$ cat config.mk
export PLATFORM = sky130hd
export DESIGN_NAME = sat_counter
export DESIGN_NICKNAME = d
export VERILOG_FILES = /design/src/rtl/sat_counter.sv
export SDC_FILE = /design/constraint.sdc
export NUM_CORES = 1
export LEC_CHECK = 0
export CAP_MARGIN = 25
export CELL_PAD_IN_SITES_DETAIL_PLACEMENT = 1
export CELL_PAD_IN_SITES_GLOBAL_PLACEMENT = 1
export CORE_MARGIN = 8
export CORE_UTILIZATION = 30
export CTS_BUF_LIST = sky130_fd_sc_hd__clkbuf_4
export CTS_CLUSTER_SIZE = 30
export DETAILED_ROUTE_END_ITERATION = 8
export PLACE_DENSITY_LB_ADDON = 0.1
export REMOVE_ABC_BUFFERS = 1
export SLEW_MARGIN = 5
export SYNTH_ARGS = -nofsm -noshare
export SYNTH_HDL_FRONTEND = slang
export SYNTH_SLANG_ARGS = --single-unit
export TNS_END_PERCENT = 100
$ cat constraint.sdc
create_clock -name clk_i -period 1.6 [get_ports clk_i]
set_input_delay 0.24 -clock clk_i [delete_from_list [all_inputs] [get_ports clk_i]]
set_output_delay 0.24 -clock clk_i [all_outputs]
set_load 0.02 [all_outputs]
$ cat src/rtl/sat_counter.sv
`default_nettype none
// ============================================================================
// Module   : sat_counter
// Brief    : Saturating up-counter with synchronous clear; clear wins over a
//            same-cycle increment.
// Revision : 1.0 - initial release
// ============================================================================
module sat_counter #(
   parameter int W = 16
) (
   input  logic         clk_i,
   input  logic         rst_i,
   input  logic         inc_i,
   input  logic         clr_i,
   output logic [W-1:0] count_o
);

   localparam logic [W-1:0] c_ONE = {{(W-1){1'b0}}, 1'b1};

   logic [W-1:0] count_q;

   // Count up on inc, stick at all-ones, clear has priority
   always_ff @(posedge clk_i) begin
      if (rst_i || clr_i) begin
         count_q <= '0;
      end else if (inc_i && (count_q != '1)) begin
         count_q <= count_q + c_ONE;
      end
   end

   assign count_o = count_q;

endmodule : sat_counter
`default_nettype wire

==> results.toml <==
[routing]
drtAntennaViolNets = 0
wirelength_mm = 2.734
wl_per_cell_um = 15.71
drcViolationCount = 0
vias = 920
first_iter_violations = 52
dr.pass1.iters = 6
viasPerCell = 5.287

[global_routing]
antenna_found_initial = 0
track_usage_pct = 11.38
grt_pass1_vias = 1007
grt_max_degree = 16
grt_overflow_total = 0
grt_pass1_wl_mm = 4.692

[timing]
clock_skew_ns = 0.006590
timing.fmax_mhz = 614.7
timing.setup.tns_ns = -0.05777
report.final.slew_viol_count = 0
layout_setup_ws_ns = -0.02690
maxSlewHeadroom_pct = 75.41
layout_min_cycle_time_ns = 1.627
finalCritPeriodShare_pct = 101.7
tightest_slew_ns = 0.3674
finalSetupViolations = 5
hold_ws_ns = 0.5438
rsz0062_at_grt = "yes"
hold_viol_final = 0

[die]
core_area_um2 = 2710
pin_count = 20
initial_utilization_pct = 31.26
rows = 19
die_height_um = 69.14
fp.dieW_um = 69.14
fp.dieArea_um2 = 4780

[setup_path]
arrival_ns = 1.87
worstPathMaxFanout = 4
rrSetupSlack_ns = -0.03
r2r_start = "count_o[0]$_SDFFE_PP0P_"
cp-startpoint = "count_o[0]$_SDFFE_PP0P_"
r2r.worst_path.cells = 6
r2r_end = "count_o[14]$_SDFFE_PP0P_"
crit_end = "count_o[14]$_SDFFE_PP0P_"
critical_path_class = "flop to flop"
cp-end-kind = "flop"
cp.required_ns = 1.84
cp-start-kind = "flop"

[logic_synthesis]
synth.top_cell.area_share_pct = 37.81
ys_warn_count = 0
synthCells = 95
async_flop_share_pct = 0
synth_area_um2 = 847.1
ys_ff_latch = 16
yosys.area.top_type = "dfxtp_1"
synth_edf_count = 0
avgSynthCellArea_um2 = 8.916
yosysSeqAreaShare_pct = 37.81
ys_types = 30
synth.area.top_cells = "dfxtp_1 38%, a21oi_1 5.3%, a41o_1 4.7%"
ys.flop_type = "dfxtp_1"

[power_and_ir_drop]
switching_share_pct = 24.27
powerDensity_nw_per_um2 = 499.4
comb_power_share_pct = 6.3
vdd_ir_drop_max_v = 0.0005096
power_switching_w = 0.0001636
total_leakage_power_nw = 0.6338
power_frac_clock_pct = 34.1
p_int_w = 0.0005106
seq_power_share_pct = 59.6

[status]
outcome = "finished with violations"
violations = "setup timing"

[final_layout]
largest_reg_flops = 16
nNetsFinal = 149
n_antenna_cell = 0
fillCellCount = 329
drive_gt1_share_pct = 35.66
final_common_cell = "buf_4"
syn_to_final_growth_pct = 59.38
final_cell_mix = "27 x buf_4, 14 x dlygate4sd2_1, 10 x dfxtp_1"

[placed_design]
hpwl_mm = 2.014
port_buffers = 19
place.gp.congestion = 0.7190

[clock_network]
clk_pin_slew_ns = 0.10
clock_sinks = 16
root_buffer = "clkbuf_4"
clk_latency_ns = 0.30
cts_tree = "done"
htree_levels = 1
clock_path_buffers = 2
cts_buffers = 3
hold_buffers = 0

[flow_run]
maxCapViolations = 0

[hold_path]
hold_class = "flop to flop"
==> area by class of cell <==
class	count	area, um^2	share of cell area, %
repair buffers	47	391.6	29.01
well taps	31	38.79	2.873
multi-input cells	75	561.8	41.61
clock buffers	3	22.52	1.668
clock inverters	1	3.754	0.2780
flip-flops and latches	16	327.8	24.28
inverters	1	3.754	0.2780
==> critical path, stage by stage, from the launching register on <==
cell and delay, ns:
dfxtp_2 0.37, ha_4 0.15, buf_6 0.08, nand4_1 0.17
a41o_1 0.30, or3_4 0.38, a21oi_2 0.12
==> repair_timing <==
item                                    4_1_cts  5_1_grt
pin swaps                                     2        4
endpoints found under the setup margin       23       14
buffers inserted                              0        5
resized for setup                            21       12
==> how the worst min path moves through the flow <==
stage	start	to	slack, ns	cells after the start
floorplan	inc_i	count_o[1]$_SDFFE_PP0P_	0.40	2
global placement	count_o[15]$_SDFFE_PP0P_	count_o[15]$_SDFFE_PP0P_	0.50	2
detailed placement	count_o[15]$_SDFFE_PP0P_	count_o[15]$_SDFFE_PP0P_	0.52	2
CTS	count_o[6]$_SDFFE_PP0P_	count_o[6]$_SDFFE_PP0P_	0.53	2
global route	count_o[11]$_SDFFE_PP0P_	count_o[11]$_SDFFE_PP0P_	0.57	2
finish	count_o[15]$_SDFFE_PP0P_	count_o[15]$_SDFFE_PP0P_	0.54	2
==> power groups by stage <==
stage | logic [W] | registers, W | clock network [W]
final | 0.0000423 | 0.000402 | 0.000230
after global routing | 0.0000465 | 0.000402 | 0.000264
after CTS | 0.0000425 | 0.000402 | 0.000241
after detailed placement | 0.0000432 | 0.000410 | 0
after global placement | 0.0000420 | 0.000410 | 0
after floorplan | 0.0000138 | 0.000413 | 0
==> through the flow <==
step | setup WS [ns] | cells | utilization, % | power, W | cell area (um^2)
floorplan | -0.1628 | 92 | - | 0.0004269 | 834.6
global placement | -0.1094 | 165 | 45.61 | 0.0004520 | 1236
detailed placement | -0.1592 | 165 | 45.61 | 0.0004531 | 1236
CTS | 0.005078 | 169 | 46.77 | 0.0006859 | 1267
global route | -0.1190 | 174 | 49.82 | 0.0007123 | 1350
finish | -0.02690 | 174 | 49.82 | 0.0006742 | 1350
==> synth_stat cells (2+ instances only) <==
cell      instances
o21ai_0           5
or3_1             5
nand4_1           5
nor2_1            7
a41o_1            4
xor2_1            2
and4_1            4
and2_1            2
a21oi_1           9
o31ai_1           3
clkbuf_1          2
nand3_1           5
a31oi_1           3
nand2_1           6
dfxtp_1          16
or4_1             3
==> per-layer routing <==
layer  part of all wire (%)  global-route usage [%]
met5                      0                       0
met4                    1.5                   2.733
met2                     50                   19.47
met3                    5.9                   5.293
met1                     43                   12.33
==> kinds of logic (layout without fill, tap and decap cells) <==
group | count (synthesis) | count (layout) | share of synthesized area [%]
adder cells (fa/ha/maj) | 1 | 1 | 1.477
XOR/XNOR | 3 | 3 | 3.102
buffers and inverters | 4 | 52 | 1.920
flip-flops | 16 | 16 | 37.81
AO/OA/AOI/OAI | 27 | 27 | 21.86
AND/OR/NAND/NOR | 44 | 44 | 33.82
Power figures use the tool's default switching activity.
